===== src/rtl/fp16_mul_arbiter.sv =====
// Round-robin arbiter sharing one pipelined FP16 multiplier among NUM_REQ requesters.
// Define FP16_MUL_ARB_FIXED_PRIO_EN for fixed priority (lowest index wins, no rotating pointer).
module fp16_mul_arbiter #(
  parameter int NUM_REQ     = 4,
  parameter int MUL_LATENCY = 2
) (
  input  logic                    clk,
  input  logic                    rst,
  input  logic [NUM_REQ-1:0]      in_Req,
  input  logic [16*NUM_REQ-1:0]   in_A,
  input  logic [16*NUM_REQ-1:0]   in_B,
  output logic [NUM_REQ-1:0]      out_Grant,
  output logic [15:0]             mul_A,
  output logic [15:0]             mul_B,
  output logic                    mul_En,
  input  logic [15:0]             mul_Out,
  output logic [15:0]             out_Result,
  output logic [NUM_REQ-1:0]      out_Valid,
  output logic                    out_Busy
);

  localparam int IDX_W = (NUM_REQ > 1) ? $clog2(NUM_REQ) : 1;
  localparam logic [IDX_W:0]   NUM_REQ_W = (IDX_W+1)'(NUM_REQ);
  localparam logic [IDX_W-1:0] LAST_IDX  = IDX_W'(NUM_REQ-1);

  // Handshake: requester i holds in_Req[i] and its operands until out_Grant[i]=1 at a
  // rising edge; the operation issues on that edge. Results carry no back-pressure.
  logic [IDX_W-1:0] startIdx;
  logic [IDX_W-1:0] winner;
  logic [IDX_W-1:0] searchIdx;
  logic [IDX_W:0]   searchSum;
  logic             anyGrant;

`ifdef FP16_MUL_ARB_FIXED_PRIO_EN
  assign startIdx = '0;
`else
  logic [IDX_W-1:0] rrPtr;

  always_ff @(posedge clk or posedge rst) begin
    if (rst) begin
      rrPtr <= '0;
    end else if (anyGrant) begin
      rrPtr <= (winner == LAST_IDX) ? '0 : winner + IDX_W'(1);
    end
  end

  assign startIdx = rrPtr;
`endif

  // Scan upward from startIdx with wrap; the first asserted request wins.
  always_comb begin
    anyGrant  = 1'b0;
    winner    = '0;
    searchSum = '0;
    searchIdx = '0;
    for (int off = 0; off < NUM_REQ; off++) begin
      searchSum = {1'b0, startIdx} + (IDX_W+1)'(off);
      if (searchSum >= NUM_REQ_W) searchSum = searchSum - NUM_REQ_W;
      searchIdx = searchSum[IDX_W-1:0];
      if (!anyGrant && in_Req[searchIdx]) begin
        anyGrant = 1'b1;
        winner   = searchIdx;
      end
    end
  end

  always_comb begin
    out_Grant = '0;
    mul_A     = '0;
    mul_B     = '0;
    for (int i = 0; i < NUM_REQ; i++) begin
      if (anyGrant && winner == IDX_W'(i)) begin
        out_Grant[i] = 1'b1;
        mul_A        = in_A[16*i +: 16];
        mul_B        = in_B[16*i +: 16];
      end
    end
  end

  assign mul_En = anyGrant;

  // Tag pipeline shifts every cycle so idle gaps line up with the multiplier's stages.
  logic [MUL_LATENCY-1:0] pipeValid;
  logic [IDX_W-1:0]       pipeTag [MUL_LATENCY];

  always_ff @(posedge clk or posedge rst) begin
    if (rst) begin
      pipeValid <= '0;
      for (int s = 0; s < MUL_LATENCY; s++) pipeTag[s] <= '0;
    end else begin
      pipeValid[0] <= anyGrant;
      pipeTag[0]   <= winner;
      for (int s = 1; s < MUL_LATENCY; s++) begin
        pipeValid[s] <= pipeValid[s-1];
        pipeTag[s]   <= pipeTag[s-1];
      end
    end
  end

  always_ff @(posedge clk or posedge rst) begin
    if (rst) begin
      out_Result <= '0;
      out_Valid  <= '0;
    end else begin
      out_Valid <= '0;
      if (pipeValid[MUL_LATENCY-1]) begin
        out_Result <= mul_Out;
        for (int i = 0; i < NUM_REQ; i++) begin
          out_Valid[i] <= (pipeTag[MUL_LATENCY-1] == IDX_W'(i));
        end
      end
    end
  end

  assign out_Busy = (|pipeValid) | (|out_Valid);

endmodule


===== config.mk =====
export PLATFORM = sky130hd
export DESIGN_NAME = fp16_mul_arbiter
export DESIGN_NICKNAME = d
export VERILOG_FILES = /design/src/rtl/fp16_mul_arbiter.sv
export SDC_FILE = /design/constraint.sdc
export NUM_CORES = 1
export LEC_CHECK = 0
export CAP_MARGIN = 20
export CELL_PAD_IN_SITES_DETAIL_PLACEMENT = 0
export CELL_PAD_IN_SITES_GLOBAL_PLACEMENT = 1
export CORE_MARGIN = 2
export CORE_UTILIZATION = 22
export CTS_CLUSTER_SIZE = 28
export DETAILED_ROUTE_END_ITERATION = 10
export GPL_TIMING_DRIVEN = 1
export PLACE_DENSITY_LB_ADDON = 0.1
export SYNTH_ARGS = -nofsm -noshare
export SYNTH_HDL_FRONTEND = slang
export SYNTH_SLANG_ARGS = --single-unit

===== constraint.sdc =====
create_clock -name clk -period 2.8 [get_ports clk]
set_input_delay 0.28 -clock clk [delete_from_list [all_inputs] [get_ports clk]]
set_output_delay 0.28 -clock clk [all_outputs]
set_load 0.05 [all_outputs]

==> impl_metrics.json, run 1 <==
{
  "grt_pass1_wl_um": 15700,
  "crit_required_ps": 2520,
  "synth_top_area_cell": "dfrtp_1",
  "finalClockSkew_ps": 6.73,
  "holdPathStages": 0,
  "root_buffer": "clkbuf_16",
  "hpwlAfterDp_um": 7610,
  "slew_viol_final": 0,
  "p_sw_share_pct": 46.0,
  "grt_pass1_vias": 3148,
  "netlist_area_sq_um": 2560,
  "synth-xor-area-share_pct": 0,
  "finalSetupViolations": 1,
  "seqPwrFrac_pct": 9.4,
  "cp-start-kind": "flop",
  "final_common_cell": "clkdlybuf4s50_1",
  "htree_num_levels": 1,
  "synth_area_leaders": "dfrtp_1 (27%), a221o_1 (12%), a21oi_2 (10%)",
  "yosys.area_share.simple_pct": 19.2,
  "rows": 39,
  "syn-instance-count": 303,
  "grt_max_degree": 40,
  "die_w_um": 112,
  "route.detailed.drc": 0,
  "via_count": 3053,
  "path_class": "flop to output port",
  "use_met3_pct": 4.14,
  "p_sw_mw": 2.54,
  "start_util_pct": 22.5,
  "maxCapViolCount": 0,
  "layout_common_cells": "clkdlybuf4s50_1 (167), buf_12 (46), nand2_1 (38)",
  "relSlewSlack_pct": 65.5,
  "path_clk_slew_ps": 70,
  "hold_end": "pipeTag[1]",
  "area_delta_synth_final_pct": 115,
  "routed_wl_um": 10100,
  "place_congestion": 0.790,
  "final_util_pct": 48.3,
  "via_per_inst": 4.68,
  "portBuffers": 207,
  "avgRoutedWirePerCell_um": 15.5,
  "die_area_sq_um": 12500,
  "endpoint_kind": "output port",
  "worstMarginPinSlew_ps": 516,
  "r2r_end": "rrPtr[1]",
  "reg2regPathDepth": 8,
  "gr-max-usage-layer": "met2",
  "combPwrFrac_pct": 83.1,
  "hold_violations": 0,
  "antenna_left": 0,
  "die_h_um": 112,
  "cp.arrival_ps": 2520,
  "finish.net_count": 665,
  "clock_sink_count": 28,
  "core_area_sq_um": 11400,
  "cp_max_fo": 23,
  "whs_ps": 350,
  "ys_seq_area_share_pct": 27.3,
  "p_leak_nw": 2.19,
  "worstHoldPathType": "flop to flop",
  "outcome": "complete, but fails checks",
  "ys_types": 31,
  "p_int_mw": 2.98,
  "yosysWarningCount": 0,
  "yosysTopAreaCellShare_pct": 27.3,
  "clkPwrFrac_pct": 7.5,
  "timing.final.crit_share_pct": 100,
  "use_met1_pct": 18.5,
  "antenna_found_initial": 0,
  "irDropWorstVdd_mv": 0.575,
  "first_pass_iters": 4,
  "pwr_density_cell_nw_per_um2": 1000,
  "rsz0062_at_grt": "true",
  "drtIter0Drc": 88,
  "synth_compound_area_share_pct": 31.2,
  "met2_usage_pct": 26.6,
  "fin_crit_ps": 2800,
  "synth_mux_area_share_pct": 7.42,
  "grt_overflow": 0,
  "synth_top_family_by_area": "compound AO/OA/AOI/OAI gates",
  "max_freq_mhz": 357,
  "grt_usage_pct": 15.0,
  "violations": "setup timing",
  "cts_buffers": 3,
  "clk_latency_ps": 260,
  "antennaDiodeCount": 0,
  "cts_buffer_depth": 2,
  "yosys.area_share.adder_pct": 1.95,
  "hold_start": "pipeTag[3]",
  "reg2reg_from": "rrPtr[1]",
  "synth.avg_cell_area_sq_um": 8.46,
  "ys_ff_latch": 28,
  "io_pins": 208,
  "synth_fp_nets": 457,
  "layout-drive-gt1-share_pct": 25.5,
  "fin_ws_ps": -1.79,
  "r2r_slack_ps": 1180,
  "cts_tree": "yes"
}
-- worst max-delay path: stages (launching register included) --
cell and delay [ps]:
dfrtp_2 410, mux2i_1 240, nor2_2 100, or3_4 390, ha_4 230, buf_12 170, a221o_1 360, a21oi_2 190
buf_12 160
-- repair_timing --
item / in CTS / in global routing
cloned: 0 / 2
endpoints found under the setup margin: 32 / 32
gates resized for setup: 6 / 9
pin swaps: 1 / 29
hold buffers: 0 / 0
buffers inserted: 1 / 5
-- stage by stage --
step | worst slack, ps | instances | area, sq um | total power [mW] | TNS (ps)
after global routing | -90.9 | 653 | 5520 | 5.80 | -1580
after CTS | 6.45 | 646 | 5390 | 5.44 | 0
after floorplan | 6.97 | 303 | 2570 | 2.95 | 0
after global placement | -132 | 641 | 5260 | 4.96 | -2910
final | -1.79 | 653 | 5520 | 5.52 | -1.79
after detailed placement | -167 | 641 | 5260 | 4.97 | -4150
-- per-layer routing --
metal | part of all wire [%] | wire length (um)
met1 | 41 | 4200
met2 | 50 | 5050
met3 | 7.8 | 787
met4 | 0.90 | 91
met5 | 0 | 0
-- Yosys cell counts (all sizes together) --
master  instances
mux2i           1
a221o          32
dfrtp          28
mux2           16
and3            1
nor3            1
nand3b         32
o22a            1
nor3b           2
nor2            3
or3             1
o32a            1
ha              4
inv            35
clkbuf         10
and2            4
nand2          38
nor4            2
o22ai           1
o21a            1
and3b           1
buf            21
a21oi          67
-- area by class of cell --
class	count	area (sq um)
sequential	28	702
fill	1074	5900
inverter	35	134
multi-input combinational	209	1620
clock buffer	3	75.1
clock inverter	1	30.0
timing repair buffer	234	2780
tap	143	179
-- power by group through the flow --
stage          Sequential (mW)  Clock, mW  Combinational, mW
2_1_floorplan            0.632          0               2.31
3_3_place_gp             0.526          0               4.44
3_5_place_dp             0.528          0               4.44
4_1_cts                  0.519      0.426               4.49
5_1_grt                  0.527      0.446               4.83
6_report                 0.519      0.416               4.59
-- sequential cells by signal, indices dropped and copies added, names as in the netlist --
| signal | cells |
|---|---|
| pipeValid | 2 |
| pipeTag | 4 |
| out_Valid | 4 |
| out_Result | 16 |
| rrPtr | 2 |
-- kinds of logic (layout without fill, tap and decap cells) --
family,count (synthesis),count (layout)
AO/OA/AOI/OAI,103,103
flip-flops,28,28
buffers and inverters,66,273
AND/OR/NAND/NOR,85,85
multiplexers,17,17
adder cells (fa/ha/maj),4,4
-- worst max-delay path by stage --
stage,from,endpoint,slack (ps),cells past startpoint
finish,rrPtr[1],mul_A[0],-2,8
global route,rrPtr[1],mul_A[5],-90,8
CTS,in_Req[2],mul_B[15],6,10
detailed placement,in_Req[0],mul_B[15],-170,10
global placement,in_Req[0],mul_B[15],-130,10
floorplan,rrPtr[1],mul_A[6],7,9
(Power assumes the default switching activity.)
==> inputs of run 2 (changes only) <==
- PLACE_DENSITY: not set -> 0.84
- PLACE_DENSITY_LB_ADDON: 0.1 -> not set
==> impl_metrics.json, run 2 (synthesis results as in run 1) <==
{
  "outcome": "completed",
  "use_met1_pct": 16.1,
  "multi_input_area_sq_um": 1640,
  "root_buffer": "clkbuf_16",
  "worstHoldPathType": "flop to flop",
  "path_class": "primary input to output port",
  "antenna_left": 0,
  "die_h_um": 112,
  "clk_latency_ps": 260,
  "irDropWorstVdd_mv": 0.593,
  "htree_num_levels": 1,
  "path_clk_slew_ps": 70,
  "seqCellArea_sq_um": 702,
  "largest_reg_flops": 16,
  "area_delta_synth_final_pct": 114,
  "pwr_density_cell_nw_per_um2": 1000,
  "pre_cts_ws_ps": -96.0,
  "io_pins": 208,
  "cp-start-kind": "primary input",
  "maxCapViolCount": 0,
  "timing.final.crit_share_pct": 99.4,
  "power_mw": 5.51,
  "rsz0062_at_grt": "true",
  "worstMarginPinSlew_ps": 504,
  "use_met3_pct": 4.35,
  "first_pass_iters": 4,
  "max_freq_mhz": 359,
  "grt_max_degree": 35,
  "met2_usage_pct": 28.6,
  "finalSetupViolations": 0,
  "finish.net_count": 662,
  "routed_wl_um": 10100,
  "place_congestion": 0.775,
  "layout-drive-gt1-share_pct": 25.6,
  "avgRoutedWirePerCell_um": 15.6,
  "rows": 39,
  "gr-max-usage-layer": "met2",
  "via_count": 3099,
  "cp.arrival_ps": 2500,
  "cts_buffer_depth": 2,
  "fin_ws_ps": 18.0,
  "grt_pass1_wl_um": 15400,
  "p_leak_nw": 2.16,
  "clock_sink_count": 28,
  "start_util_pct": 22.5,
  "largestRegisters": "out_Result: 16 flops, out_Valid: 4 flops, pipeTag: 4 flops",
  "die_w_um": 112,
  "hold_violations": 0,
  "via_per_inst": 4.77,
  "route.detailed.drc": 0,
  "hpwlAfterDp_um": 7750,
  "antenna_found_initial": 1,
  "crit_required_ps": 2520,
  "largest_register": "out_Result",
  "layout_common_cells": "clkdlybuf4s50_1 (167), buf_12 (44), nand2_1 (37)",
  "fillers": 1056,
  "tns_ps": 0,
  "cts_tree": "yes",
  "cts_buffers": 3,
  "relSlewSlack_pct": 66.3,
  "endpoint_kind": "output port",
  "die_area_sq_um": 12500,
  "grt_overflow": 0,
  "core_area_sq_um": 11400,
  "grt_pass1_vias": 3102,
  "slew_viol_final": 0,
  "portBuffers": 207,
  "drtIter0Drc": 134,
  "fin_crit_ps": 2780,
  "cp_max_fo": 25,
  "final_common_cell": "clkdlybuf4s50_1",
  "finalClockSkew_ps": 4.13,
  "antennaDiodeCount": 0,
  "grt_usage_pct": 15.0
}
==> run 2: power by group <==
part           switching [mW]  leakage (nW)  total (mW)  internal [mW]
sequential             0.0444         0.326       0.519          0.474
clock                   0.129        0.0511       0.413          0.284
combinational            2.37          1.79        4.58           2.20
total                    2.55          2.16        5.51           2.96
==> run 2: stage by stage <==
stage | hold slack (ps) | utilization, % | cell area (sq um) | cells
after floorplan | 331 | - | 2570 | 303
after global placement | 336 | 45.9 | 5240 | 642
after detailed placement | 336 | 45.9 | 5240 | 642
after CTS | 352 | 48.0 | 5480 | 650
after global routing | 354 | 48.1 | 5500 | 650
final | 350 | 48.1 | 5500 | 650
==> run 2: repair_timing <==
action                                  4_1_cts  5_1_grt
pin swaps                                     5       33
cloned                                        1        0
endpoints found under the setup margin       32       32
resized for setup                            19        5
setup buffers                                 3        0
endpoints found under the hold margin         0        0
hold buffers                                  0        0
==> run 2: worst max-delay path: stages <==
cell and delay (ps):
clkdlybuf4s50_1 630, a21oi_4 80, or3_4 420, ha_4 200, buf_12 150, a221o_1 360, a21oi_2 200, buf_12 160
==> run 2: path summary, 6_finish.rpt <==
check / start / to / slack [ps] / depth (start not counted)
max: in_Req[3] / mul_B[11] / 20 / 8
max in group asynchronous: rst / rrPtr[1] / 2150 / 3
max reg2reg: rrPtr[1] / rrPtr[1] / 1210 / 8
min reg2reg: pipeTag[3] / pipeTag[1] / 350 / 0
min in group asynchronous: rst / pipeValid[1] / 380 / 3
min: pipeTag[3] / pipeTag[1] / 350 / 0
==> run 2: final cells by class <==
cell class                 count  area share [%]
sequential                    28            12.8
tap                          143            3.26
clock buffer                   3            1.37
multi-input combinational    209            29.8
timing repair buffer         231            49.8
clock inverter                 1           0.546
inverter                      35            2.44
==> run 2: routing by layer <==
metal | routed length, um | vias up
met5 | 13 | -
met4 | 172 | 2
met3 | 896 | 15
met2 | 5160 | 136
met1 | 3870 | 1459
li1 | - | 1487
==> inputs of run 3 (changes only) <==
- PLACE_DENSITY: 0.84 -> 0.92
==> impl_metrics.json, run 3 (synthesis results as in run 1) <==
{
  "outcome": "complete, but fails checks",
  "violations": "setup timing",
  "path_class": "flop to output port",
  "r2r_slack_ps": 1210,
  "htree_num_levels": 1,
  "holdPathStages": 0,
  "route.detailed.drc": 0,
  "finish.net_count": 665,
  "clkPwrFrac_pct": 6.1,
  "layout_common_cells": "clkdlybuf4s50_1 (168), buf_12 (44), nand2_1 (38)",
  "worstMarginPinSlew_ps": 578,
  "fin_ws_ps": -44.1,
  "combPwrFrac_pct": 84.5,
  "clk_latency_ps": 260,
  "die_h_um": 112,
  "reg2regPathDepth": 7,
  "cts_tree": "yes",
  "endpoint_kind": "output port",
  "rsz0062_at_grt": "true",
  "p_int_mw": 3.01,
  "power_mw": 5.62,
  "r2r_end": "rrPtr[1]",
  "irDropWorstVdd_mv": 0.524,
  "core_area_sq_um": 11400,
  "critPathLaunch": "rrPtr[1]",
  "p_sw_mw": 2.61,
  "cp-start-kind": "flop",
  "routed_wl_um": 10700,
  "relSlewSlack_pct": 61.5,
  "largest_reg_flops": 16,
  "hold_violations": 0,
  "largest_register": "out_Result",
  "max_freq_mhz": 352,
  "final_util_pct": 49.0,
  "area_delta_synth_final_pct": 118,
  "fin_cells": 653,
  "io_pins": 208,
  "start_util_pct": 22.5,
  "dp_cells": 638,
  "p_leak_nw": 2.20,
  "hpwlAfterDp_um": 7850,
  "pre_cts_ws_ps": -133,
  "worstHoldPathType": "flop to flop",
  "tns_ps": -384,
  "grt_max_degree": 34,
  "layout-drive-gt1-share_pct": 26.3,
  "whs_ps": 348,
  "hold_buffers": 0,
  "die_area_sq_um": 12500,
  "clock_sink_count": 28,
  "use_met1_pct": 17.2,
  "final_common_cell": "clkdlybuf4s50_1",
  "first_pass_iters": 4,
  "pwr_density_cell_nw_per_um2": 1000,
  "seqPwrFrac_pct": 9.4,
  "hold_start": "pipeTag[3]",
  "rows": 39,
  "grt_pass1_vias": 3236,
  "finalClockSkew_ps": 3.75,
  "stdcell_area_sq_um": 5600,
  "via_per_inst": 4.84,
  "portBuffers": 207,
  "drtIter0Drc": 127,
  "slew_viol_final": 0,
  "antenna_left": 0,
  "die_w_um": 112,
  "crit_required_ps": 2520,
  "finalSetupViolations": 28,
  "reg2reg_from": "rrPtr[1]",
  "dpl_cell_area_sq_um": 5200,
  "timing.final.crit_share_pct": 102,
  "cts_buffers": 3,
  "gr-max-usage-layer": "met2",
  "cts_buffer_depth": 2,
  "maxCapViolCount": 0,
  "place_congestion": 0.799,
  "largestRegisters": "out_Result: 16 flops, out_Valid: 4 flops, pipeTag: 4 flops",
  "fin_crit_ps": 2840,
  "via_count": 3158,
  "grt_usage_pct": 15.8,
  "root_buffer": "clkbuf_16",
  "p_sw_share_pct": 46.5,
  "avgRoutedWirePerCell_um": 16.4,
  "path_clk_slew_ps": 60,
  "cp.arrival_ps": 2560,
  "use_met3_pct": 3.48,
  "cp_max_fo": 25,
  "met2_usage_pct": 31.2,
  "antenna_found_initial": 0,
  "grt_pass1_wl_um": 16100,
  "antennaDiodeCount": 0,
  "hold_end": "pipeTag[1]",
  "grt_overflow": 0
}
[run 3: cell type report]
| class | instances | area, sq um |
|---|---|---|
| fill | 1071 | 5820 |
| timing repair buffer | 234 | 2850 |
| multi-input combinational | 209 | 1650 |
| sequential | 28 | 702 |
| tap | 143 | 179 |
| inverter | 35 | 134 |
| clock buffer | 4 | 88.8 |
[run 3: metal layers]
layer	share of wire (%)	vias to the layer above	wire (um)
met3	8.6	10	923
met1	37	1488	3990
met4	1.0	0	108
met5	0	-	0
met2	53	166	5710
li1	-	1494	-
[run 3: worst max-delay path, stage by stage (launching register included)]
cell     delay [ps]
dfrtp_2         470
mux2i_1         270
nor2_2          100
or3_4           370
ha_4            210
buf_12          160
a221o_1         360
a21oi_2         190
buf_12          160
[run 3: what timing repair did]
action	in CTS	in global routing
setup buffers	3	2
endpoints found under the setup margin	32	32
pin swaps	10	29
gates cloned	3	3
gates resized for setup	17	9
[run 3: worst max path at each step]
stage / endpoint / slack, ps / cells past startpoint
global route: mul_B[15] / -150 / 9
global placement: mul_A[15] / -40 / 10
detailed placement: mul_A[15] / -130 / 10
CTS: mul_A[15] / -10 / 9
finish: mul_A[10] / -40 / 8
floorplan: mul_A[6] / 7 / 9
[run 3: power by group through the flow]
| stage | clock [mW] | combinational (mW) | sequential (mW) |
|---|---|---|---|
| 2_1_floorplan | 0 | 2.31 | 0.632 |
| 3_3_place_gp | 0 | 4.37 | 0.526 |
| 3_5_place_dp | 0 | 4.40 | 0.530 |
| 4_1_cts | 0.348 | 4.65 | 0.526 |
| 5_1_grt | 0.371 | 4.96 | 0.538 |
| 6_report | 0.340 | 4.75 | 0.529 |
